--- config.mk ---
export PLATFORM = sky130hd
export DESIGN_NAME = i2s_tdm_stream_port
export DESIGN_NICKNAME = d
export VERILOG_FILES = /design/src/rtl/i2s_tdm_stream_port.sv
export SDC_FILE = /design/constraint.sdc
export NUM_CORES = 1
export LEC_CHECK = 0
export BUFFER_PORTS_ARGS = -buffer_cell sky130_fd_sc_hd__buf_2
export CORE_ASPECT_RATIO = 1.1
export CORE_MARGIN = 2
export CORE_UTILIZATION = 35
export DETAILED_ROUTE_END_ITERATION = 16
export PLACE_DENSITY = 0.59
export REMOVE_ABC_BUFFERS = 1
export SLEW_MARGIN = 20
export SYNTH_ARGS = -nofsm -noshare
export SYNTH_HDL_FRONTEND = slang
export SYNTH_SLANG_ARGS = --single-unit
--- constraint.sdc ---
create_clock -name clk -period 2.55 [get_ports clk]
set_input_delay 0.51 -clock clk [delete_from_list [all_inputs] [get_ports clk]]
set_output_delay 0.51 -clock clk [all_outputs]
set_load 0.005 [all_outputs]
--- src/rtl/i2s_tdm_stream_port.sv ---
// i2s_tdm_stream_port: I2S/TDM master port with MCLK/SCLK/LRCK generation and AXI-stream tx/rx.
module i2s_tdm_stream_port #(
    parameter int DATA_W    = 24,
    parameter int SLOT_W    = 32,
    parameter int CHANNELS  = 2,
    parameter int SCLK_HALF = 4,
    parameter int MCLK_HALF = 1
) (
    input  logic              clk,
    input  logic              rst,
    input  logic              en,
    input  logic              loopback,
    input  logic [DATA_W-1:0] s_axis_tdata,
    input  logic              s_axis_tvalid,
    output logic              s_axis_tready,
    input  logic              s_axis_tlast,
    output logic [DATA_W-1:0] m_axis_tdata,
    output logic              m_axis_tvalid,
    input  logic              m_axis_tready,
    output logic              m_axis_tlast,
    output logic              tx_underrun,
    output logic              tx_sync_err,
    output logic              rx_overrun,
    output logic              mclk,
    output logic              sclk,
    output logic              lrck,
    output logic              sdout,
    input  logic              sdin
);
    localparam int FRAME = CHANNELS * SLOT_W;
    localparam int QW = $clog2(SLOT_W);
    localparam int CW = $clog2(CHANNELS);
    localparam int DW = $clog2(SCLK_HALF);
    localparam int MW = MCLK_HALF > 1 ? $clog2(MCLK_HALF) : 1;
    localparam logic [QW-1:0] Q_MAX = QW'(SLOT_W - 1);
    localparam logic [CW-1:0] C_MAX = CW'(CHANNELS - 1);
    localparam logic [CW-1:0] C_HALF = CW'(CHANNELS / 2);
    localparam logic [DW-1:0] D_MAX = DW'(SCLK_HALF - 1);
    localparam logic [MW-1:0] M_MAX = MW'(MCLK_HALF - 1);

    logic [MW-1:0]     mclk_cnt;
    logic [DW-1:0]     div;
    logic [QW-1:0]     q, q_n;
    logic [CW-1:0]     c, c_n;
    logic [DATA_W-1:0] stage [CHANNELS];
    logic [CW-1:0]     idx;
    logic              full;
    logic [FRAME-1:0]  tx_sr, load_word;
    logic [SLOT_W-2:0] rx_sr;
    logic [SLOT_W-1:0] rx_word;
    logic              rx_live, tick, fall, rise, load, s_acc, rx_bit, slot_done;

    // Bit position p is kept as slot index c and bit-in-slot q, so p = c*SLOT_W + q.
    assign tick      = en && div == D_MAX;
    assign fall      = tick && sclk;
    assign rise      = tick && !sclk;
    assign load      = fall && q == '0 && c == '0;
    assign q_n       = q == Q_MAX ? '0 : q + 1'b1;
    assign c_n       = q != Q_MAX ? c : c == C_MAX ? '0 : c + 1'b1;
    assign s_acc     = s_axis_tvalid && s_axis_tready;
    assign rx_bit    = loopback ? sdout : sdin;
    assign rx_word   = {rx_sr, rx_bit};
    assign slot_done = rise && rx_live && q == '0;
    assign sdout     = tx_sr[FRAME-1];
    assign s_axis_tready = !full;

    always_comb begin
        load_word = '0;
        for (int k = 0; k < CHANNELS; k++)
            load_word[FRAME-1-k*SLOT_W -: DATA_W] = full ? stage[k] : '0;
    end

    always_ff @(posedge clk) begin
        if (rst) begin
            mclk_cnt <= '0;
            mclk     <= 1'b0;
        end else begin
            mclk_cnt <= mclk_cnt == M_MAX ? '0 : mclk_cnt + 1'b1;
            mclk     <= mclk_cnt == M_MAX ? !mclk : mclk;
        end
    end

    // rx_live suppresses the slot "ending" on the very first rise after enable, which held no data.
    always_ff @(posedge clk) begin
        if (rst || !en) begin
            div     <= '0;
            sclk    <= 1'b0;
            q       <= '0;
            c       <= '0;
            lrck    <= 1'b0;
            tx_sr   <= '0;
            rx_sr   <= '0;
            rx_live <= 1'b0;
        end else begin
            div     <= tick ? '0 : div + 1'b1;
            sclk    <= tick ? !sclk : sclk;
            rx_live <= rx_live || rise;
            if (rise) rx_sr <= rx_word[SLOT_W-2:0];
            if (fall) begin
                q     <= q_n;
                c     <= c_n;
                lrck  <= c_n >= C_HALF;
                tx_sr <= load ? load_word : {tx_sr[FRAME-2:0], 1'b0};
            end
        end
    end

    always_ff @(posedge clk) begin
        if (rst) begin
            for (int k = 0; k < CHANNELS; k++) stage[k] <= '0;
            idx         <= '0;
            full        <= 1'b0;
            tx_underrun <= 1'b0;
            tx_sync_err <= 1'b0;
        end else begin
            tx_underrun <= load && !full;
            tx_sync_err <= s_acc && (s_axis_tlast != (idx == C_MAX));
            if (load && full) begin
                for (int k = 0; k < CHANNELS; k++) stage[k] <= '0;
                idx  <= '0;
                full <= 1'b0;
            end else if (s_acc && s_axis_tlast && idx != C_MAX) begin
                for (int k = 0; k < CHANNELS; k++) stage[k] <= '0;
                idx <= '0;
            end else if (s_acc) begin
                stage[idx] <= s_axis_tdata;
                idx        <= idx == C_MAX ? '0 : idx + 1'b1;
                full       <= idx == C_MAX;
            end
        end
    end

    always_ff @(posedge clk) begin
        if (rst) begin
            m_axis_tdata  <= '0;
            m_axis_tvalid <= 1'b0;
            m_axis_tlast  <= 1'b0;
            rx_overrun    <= 1'b0;
        end else begin
            rx_overrun <= slot_done && m_axis_tvalid && !m_axis_tready;
            if (slot_done) begin
                m_axis_tdata  <= rx_word[SLOT_W-1 -: DATA_W];
                m_axis_tvalid <= 1'b1;
                m_axis_tlast  <= c == '0;
            end else if (m_axis_tready) begin
                m_axis_tvalid <= 1'b0;
            end
        end
    end
endmodule

Word-level counts from Yosys, hierarchy flattened
Memories as Yosys holds them, arrays and structs flattened.
Cells that the tools add are included.
- flip-flop bits (word level): 139
- latch bits: 0
- memory bits (writable): 48
- ROM bits: 0
- bits of input ports: 32
- output and inout bits: 34
- memories kept: 1
- memories (memory ; words ; bits a word ; rd ports ; clocked after memory_dff ; wr ports ; line ; text):
    stage ; 2 ; 24 ; 2 ; 0 ; 2 ; 45 ; logic [DATA_W-1:0] stage [CHANNELS];
- $add $sub $neg: 5
- multipliers: 0
- divide/modulo/power cells: 0
- order comparisons: 1
- equality and inequality tests: 4
- shift operators: 0
- mux-type cells: 31
- bitwise operators: 8
- reductions and logical operators: 30
- operators with widths (operator ; number):
    24-bit two-way mux ; 7
    64-bit two-way mux ; 1
    24-bit OR reduction ; 1
    1-bit two-way mux ; 22
    1-bit logical AND ; 15
    2-bit OR reduction ; 3
    5-bit by 1-bit adder with 5-bit output (second input constant) ; 1
    5-bit == test (second input constant) ; 1
    1-bit zero test ; 5
    5-bit zero test ; 1
    5-bit two-way mux ; 1
    5-bit != test (second input constant) ; 1
    1-bit NOT ; 4
    1-bit bitwise OR ; 4
    1-bit adder (second input constant) ; 3
    3-bit OR reduction ; 1
    2-bit by 1-bit adder with 2-bit output (second input constant) ; 1
    2-bit == test (second input constant) ; 1
    1-bit logical OR ; 2
    2-bit AND reduction ; 1
    2-bit nonzero test ; 1
    1-bit >= comparator (second input constant) ; 1
    1-bit != test ; 1

Depth between registers and ports, before layout
Gate-level depths: netlist of run 1.
- word-level depth: 12
- mapped depth: 7
- depth with buffers taken out: 6

Worst setup path after synthesis of run 1
OpenSTA, ideal clock, no wires.
- path type: in2reg
- from: input rst
- to: memory stage[1][0], enable pin
- library setup time: 489 ps
- arrival time: 1921 ps
- required time: 2061 ps
- path slack: 141 ps
- cell stages on the path: 5
- buffers on the path: 2
- cell sequence: clkbuf_1 -> clkinv_1 -> clkbuf_1 -> nand3_1 -> nand3_1
- RTL lines (element ; line ; text):
    from (decl) ; 10 ; input logic rst,
    to (decl) ; 45 ;

Worst setup path in the final report of run 1
- from: register q[0]
- to: register m_axis_tdata[4]
- cells in the longest elaborated chain, start to end: 2
- RTL lines (element ; line ; text):
    from (decl) ; 43 ; logic [QW-1:0] q, q_n;
    from (signal assigned) ; 100 ; q <= q_n;
    5-bit zero test ; 63 ; assign slot_done = rise && rx_live && q == '0;
    1-bit logical AND ; 63 ;
    to (signal assigned) ; 142 ; m_axis_tdata <= rx_word[SLOT_W-1 -: DATA_W];
    to (decl) ; 17 ; output logic [DATA_W-1:0] m_axis_tdata,
No other way between the ends.
A chain may end at the register's enable or synchronous reset.

==> impl_metrics.csv, run 1 <==
group,metric,value,unit
clock_tree,postCtsHoldBufs,0,
sta,fin_ws,0.567,ns
sta,hold_slack,0.366,ns
clock_tree,clock_latency,0.43,ns
global_routing,grt_max_degree,60,
sta,rsz0062_at_grt,"no",
flow_run,cap_violations,0,
global_routing,grt_usage,16.1,%
sta,finClkSkew,0.00927,ns
final_layout,area_delta_synth_final,15.5,%
clock_tree,cts_buffer_depth,2,
min_path,hold_class,"input port to flop",
final_layout,drive_gt1_share,18.8,%
sta,setup_viol,0,
worst_setup_path,crit_path_max_fanout,59,
synthesis,synth-edff-count,48,
power_and_ir_drop,design_power_total,5.74,mW
final_layout,n_fill_cell,2044,
power_and_ir_drop,p_per_area,683,nW/um^2
sta,fmax,504,MHz
final_layout,fin_nets,828,
global_routing,grt_pass1_wl,28100,um
place,placed_cells,1029,
clock_tree,cts_buffers,17,
sta,fin_crit,1.98,ns
synthesis,ys_seq_area_share,55.5,%
drt,viasPerCell,5.31,
place,portBuffers,65,
sta,worstMarginPinSlew,0.634,ns
sta,maxSlewHeadroom,57.6,%
final_layout,fin_util,41.0,%
worst_setup_path,path_class,"flop to flop",
worst_setup_path,critPathCaptureType,"flop",
power_and_ir_drop,ir_drop,0.000521,V
synthesis,synth_cell_type_count,42,
drt,drt_pre_antenna_iters,5,
drt,wl,17400,um
global_routing,grt_pass1_vias,5227,
clock_tree,clock-sinks,178,
sta,slew_violations,0,
clock_tree,cts-resized-gates,0,
synthesis,ys.warnings.count,0,
floorplan,ios,66,
worst_setup_path,crit_required,2.92,ns
clock_tree,clock_tree.root_cell,"clkbuf_16",
global_routing,grt_overflow,0,
power_and_ir_drop,p_leak,3.00,nW
synthesis,synth_flop_cell,"dfxtp_1",
worst_setup_path,start_kind,"flop",
synthesis,async_flop_share,0,%
floorplan,die_area,22000,sq um
floorplan,start_util,35.5,%
sta,timing.setup.tns,0,ns
global_routing,antenna_found_initial,0,
run_status,status,"complete, no violations",
floorplan,placeableCoreArea,20500,sq um
sta,hold_viol,0,
clock_tree,htreeDepth,4,
clock_tree,tritoncts,"yes",
floorplan,die_w,142,um
synthesis,ys_ff_latch,178,
drt,num_vias,5631,
final_layout,fin_area,8410,sq um
sta,fin_crit_sh,77.8,%
synthesis,syn_area_per_cell,9.57,sq um
drt,route.detailed.drc,0,
final_layout,final_common_cell,"dfxtp_1",
final_layout,antenna_cells,0,
final_layout,final_cell_mix,"dfxtp_1 (129), nand2_1 (78), a21oi_1 (75)",
worst_setup_path,cp.arrival,2.35,ns
drt,final_antenna_net_count,0,
clock_tree,postCtsSetupBuffers,0,
clock_tree,cts.clk_slew.worst_paths,0.07,ns
drt,drt_iter0_markers,493,
place,place_congestion,0.754,
floorplan,core.rowCount,55,
place,dpl_worst_slack,0.605,ns
final_layout,final_cells,1061,
synthesis,syn_inst,761,
drt,detail_route.wl_per_cell,16.4,um
synthesis,synth_area,7280,sq um
place,dpl.hpwl,9860,um
floorplan,fp.dieH,155,um
place,dpl_cell_area,7850,sq um
## sequential cells by signal, indices dropped and copies added, names as in the netlist, 2 cells and up
| register | count |
|---|---|
| stage | 48 |
| tx_sr | 56 |
| div | 2 |
| q | 5 |
| rx_sr | 31 |
| m_axis_tdata | 24 |
## where the power goes
group          switching [mW]  internal [mW]
combinational           0.148         0.0654
clock                    1.05           1.46
sequential             0.0309           2.99
total                    1.23           4.51
## synthesized netlist by cell type, types with 4 or more instances
cell type / n / area share [%]
buf_1: 4 / 0.21
nor2_1: 7 / 0.36
clkbuf_1: 54 / 2.8
buf_2: 18 / 1.2
edfxtp_1: 48 / 20
nor3_1: 5 / 0.34
ha_1: 4 / 0.69
xnor2_1: 4 / 0.48
a31o_2: 24 / 2.9
o21ai_0: 64 / 4.4
nand2_1: 78 / 4.0
a21oi_1: 75 / 5.2
inv_1: 29 / 1.5
a311oi_1: 24 / 2.9
o211ai_1: 40 / 4.1
and3_1: 4 / 0.34
and2_1: 49 / 4.2
a31oi_1: 34 / 2.9
dfxtp_1: 130 / 36
nand3_1: 37 / 2.5
## worst max-delay path: stages (launching register included)
cell and delay (ns):
dfxtp_1 0.35, inv_1 0.07, ha_1 0.16, nor4b_4 0.27, buf_12 0.30, and3_1 0.21, buf_4 0.29, a31o_2 0.20
## area by class of cell
class                   count  area, sq um  share of cell area (%)
repair buffers             88          523                    6.22
flip-flops and latches    178         4050                    48.1
clock inverters            11          113                    1.34
clock buffers              21          450                    5.35
well taps                 256          320                    3.81
inverters                  30          113                    1.34
multi-input cells         477         2850                    33.9
## logic make-up (layout without fill, tap and decap cells)
group,count (synthesis),count (layout),share of synthesized area [%]
AOI/OAI and AO/OA,266,266,22.9
xor gates and xnor gates,5,5,0.601
buffers and inverters,106,150,5.77
muxes,1,1,0.137
other,1,1,0.0515
DFF,178,178,55.5
adders and majority gates,4,4,0.687
and+or+nand+nor,200,200,14.3
## layer usage
metal | global-route usage [%] | wire (um) | up-vias
met3 | 3.45 | 775 | 13
met2 | 25.1 | 8050 | 134
li1 | - | - | 2813
met5 | 0 | 0 | -
met1 | 22.5 | 8360 | 2671
met4 | 4.90 | 183 | 0
## path summary, 6_finish.rpt
kind / endpoint / cells after the start / slack (ns) / from
min: stage[1][7] / 2 / 0.37 / s_axis_tdata[7]
max: m_axis_tdata[4] / 7 / 0.57 / q[0]
min reg2reg: div[0] / 1 / 0.43 / div[0]
max reg2reg: m_axis_tdata[4] / 7 / 0.57 / q[0]
No activity file was read; power rests on OpenSTA's default activity.
==> run 2, diff against run 1 <==
- ABC_AREA: unset -> 1
- PLACE_DENSITY: 0.59 -> 0.57
- clock period: 2.55 -> 1.92 ns (I/O delays scaled with it)
==> run 2 against run 1 <==
Effect of this change:
- first-iteration DRC count decreased by 28%
- count of clock-buffer cells in the layout decreased by 4
- global-route usage decreased by 1.3 points
- critical path type unchanged
- critical endpoint is now stage[1][12]
- largest cell class unchanged
- highest routed layer unchanged
==> impl_metrics.csv, run 2 <==
group,metric,value,unit
run_status,status,"complete, no violations",
place,placed_cells,1163,
synthesis,ys_seq_area_share,57.0,%
flow_run,cap_violations,0,
clock_tree,postCtsHoldBufs,0,
synthesis,yosys.area.top_type_share,36.7,%
sta,fin_crit,1.80,ns
synthesis,ys_ff_latch,178,
synthesis,syn_area_per_cell,8.15,sq um
clock_tree,cts_buffers,17,
final_layout,area_delta_synth_final,19.3,%
drt,drt_pre_antenna_iters,5,
floorplan,die_w,140,um
global_routing,antenna_found_initial,0,
clock_tree,cts.clk_slew.worst_paths,0.08,ns
global_routing,grt_max_degree,56,
sta,hold_viol,0,
floorplan,die_area,21400,sq um
final_layout,final_cells,1201,
synthesis,synthAdderAreaFrac,0.705,%
power_and_ir_drop,design_power_total,7.68,mW
worst_setup_path,path_buf_inv,4,
place,dpl_worst_slack,0.113,ns
drt,drt_iter0_markers,353,
synthesis,synth_area,7100,sq um
clock_tree,clock_latency,0.42,ns
worst_setup_path,crit_family,"simple AND/OR/NAND/NOR gates",
final_layout,multi_input_area,2440,sq um
worst_setup_path,critPathCaptureType,"flop",
final_layout,top_regs,"tx_sr: 56 flops, stage: 48 flops, rx_sr: 31 flops",
synthesis,syn_inst,871,
sta,timing.setup.tns,0,ns
worst_setup_path,cp.arrival,1.94,ns
clock_tree,tritoncts,"yes",
min_path,hold_class,"input port to flop",
floorplan,placeableCoreArea,19900,sq um
place,place_congestion,0.739,
global_routing,grt_pass1_wl,25900,um
synthesis,synth_cell_type_count,29,
sta,fmax,555,MHz
drt,num_vias,5487,
worst_setup_path,rrSetupSlack,0.12,ns
place,portBuffers,65,
synthesis,synth.most_common_cell,"nand2_1",
final_layout,drive_gt1_share,16.0,%
sta,hold_slack,0.267,ns
power_and_ir_drop,p_per_area,907,nW/um^2
synthesis,synth_area_leader_cell,"dfxtp_1",
floorplan,core.rowCount,54,
power_and_ir_drop,p_leak,3.55,nW
floorplan,fp.dieH,153,um
global_routing,grt_usage,14.7,%
final_layout,final_common_cell,"nand2_1",
drt,wl,15800,um
sta,fin_crit_sh,93.8,%
synthesis,async_flop_share,0,%
worst_setup_path,start_kind,"flop",
worst_setup_path,slowest_stage,"dfxtp_2",
synthesis,ys.warnings.count,0,
worst_setup_path,path_class,"flop to flop",
worst_setup_path,crit_required,2.06,ns
power_and_ir_drop,ir_drop,0.000572,V
sta,slew_violations,0,
global_routing,grt_overflow,0,
worst_setup_path,slowest_delay,0.34,ns
drt,detail_route.wl_per_cell,13.2,um
synthesis,synth-compound-area-share,7.83,%
drt,final_antenna_net_count,0,
sta,setup_viol,0,
worst_setup_path,crit_chain,"inv_2 -> ha_2 -> inv_1 -> nor2_2 -> nand3_2 -> nor2_4 -> nand2_2 -> nand4_1 -> buf_12 -> clkbuf_16",
synthesis,synth.area.top_cells,"dfxtp_1 (37%), edfxtp_1 (20%), nand2_1 (9.3%), nand3_1 (7.1%), nor2_1 (6.8%)",
synthesis,synth-edff-count,48,
synthesis,synth_xor_area_share,0.247,%
final_layout,final_cell_mix,"nand2_1 (174), dfxtp_1 (128), nor2_1 (127)",
clock_tree,htreeDepth,4,
synthesis,yosys.area_share.simple,25.4,%
synthesis,synth_flop_cell,"dfxtp_1",
worst_setup_path,crit_path_max_fanout,6,
synthesis,synth_top_family_by_area,"simple AND/OR/NAND/NOR gates",
drt,viasPerCell,4.57,
sta,finClkSkew,0.0128,ns
synthesis,ys_top_cells_by_count,"nand2_1 (175), dfxtp_1 (130), nor2_1 (128)",
final_layout,largest_reg_flops,56,
clock_tree,cts_buffer_depth,2,
clock_tree,clock_tree.root_cell,"clkbuf_16",
final_layout,fin_nets,972,
clock_tree,clock-sinks,178,
sta,fin_ws,0.119,ns
final_layout,regMostFlops,"tx_sr",
place,dpl.hpwl,9480,um
synthesis,synth_mux_area_share,0,%
floorplan,ios,66,
final_layout,regArea,4050,sq um
final_layout,n_fill_cell,2043,
final_layout,antenna_cells,0,
drt,route.detailed.drc,0,
floorplan,start_util,35.7,%
global_routing,grt_pass1_vias,5215,
## run 2: changes by cell type after synthesis, moves of 34 or more
cell      before  now
a31oi_1       34    0
and2_1        49    0
inv_1         29   94
nand2_1       78  175
nand3_1       37  100
nor2_1         7  128
o211ai_1      40    0
## run 2: final cells by class
type	count	share of cell area, %
Sequential cell	178	47.8
Multi-Input combinational cell	542	28.9
Timing Repair Buffer	98	8.50
Clock buffer	17	5.03
Inverter	99	4.39
Tap cell	252	3.72
Clock inverter	15	1.70
## run 2: timing repair
action                     CTS  global route
resized for setup            0            11
buffers inserted             0             3
setup endpoints to repair    0            83
## run 2: report_power, final
group / switching (mW) / internal (mW) / total (mW)
registers: 0.0305 / 3.96 / 3.99
clock network: 1.61 / 1.73 / 3.35
logic: 0.220 / 0.127 / 0.347
## run 2: worst paths after layout
check / start / to / depth (start not counted)
worst max-delay path: q[0] / stage[1][12] / 10
worst min register to register: div[0] / div[0] / 1
worst min-delay path: s_axis_tdata[8] / stage[0][8] / 3
worst max register to register: q[0] / stage[1][12] / 10
## run 2: routing by layer
| metal | vias up | global-route usage, % | routed length (um) |
|---|---|---|---|
| met2 | 67 | 25.4 | 7750 |
| met1 | 2503 | 19.0 | 7600 |
| li1 | 2915 | - | - |
| met5 | - | 0 | 0 |
| met4 | 0 | 4.10 | 68 |
| met3 | 2 | 2.63 | 388 |
## run 2: worst register-to-register path, delay by kind of cell, from the launching register on
family        cells  cell delay [ns]
buf+inv           4             0.41
flops             1             0.34
simple gates      5             0.63
fa+ha+maj         1             0.15
## run 2: through the flow
stage	utilization (%)	area (sq um)
final	42.6	8470
after CTS	42.0	8340
after floorplan	-	6840
after detailed placement	39.1	7770
after global placement	39.1	7770
after global routing	42.6	8470
## run 2: cell families after synthesis
kind of cell               after synthesis
xor gates and xnor gates                 2
adders and majority gates                4
AOI/OAI and AO/OA                      108
DFF                                    178
other                                    1
and+or+nand+nor                        427
buffers and inverters                  151
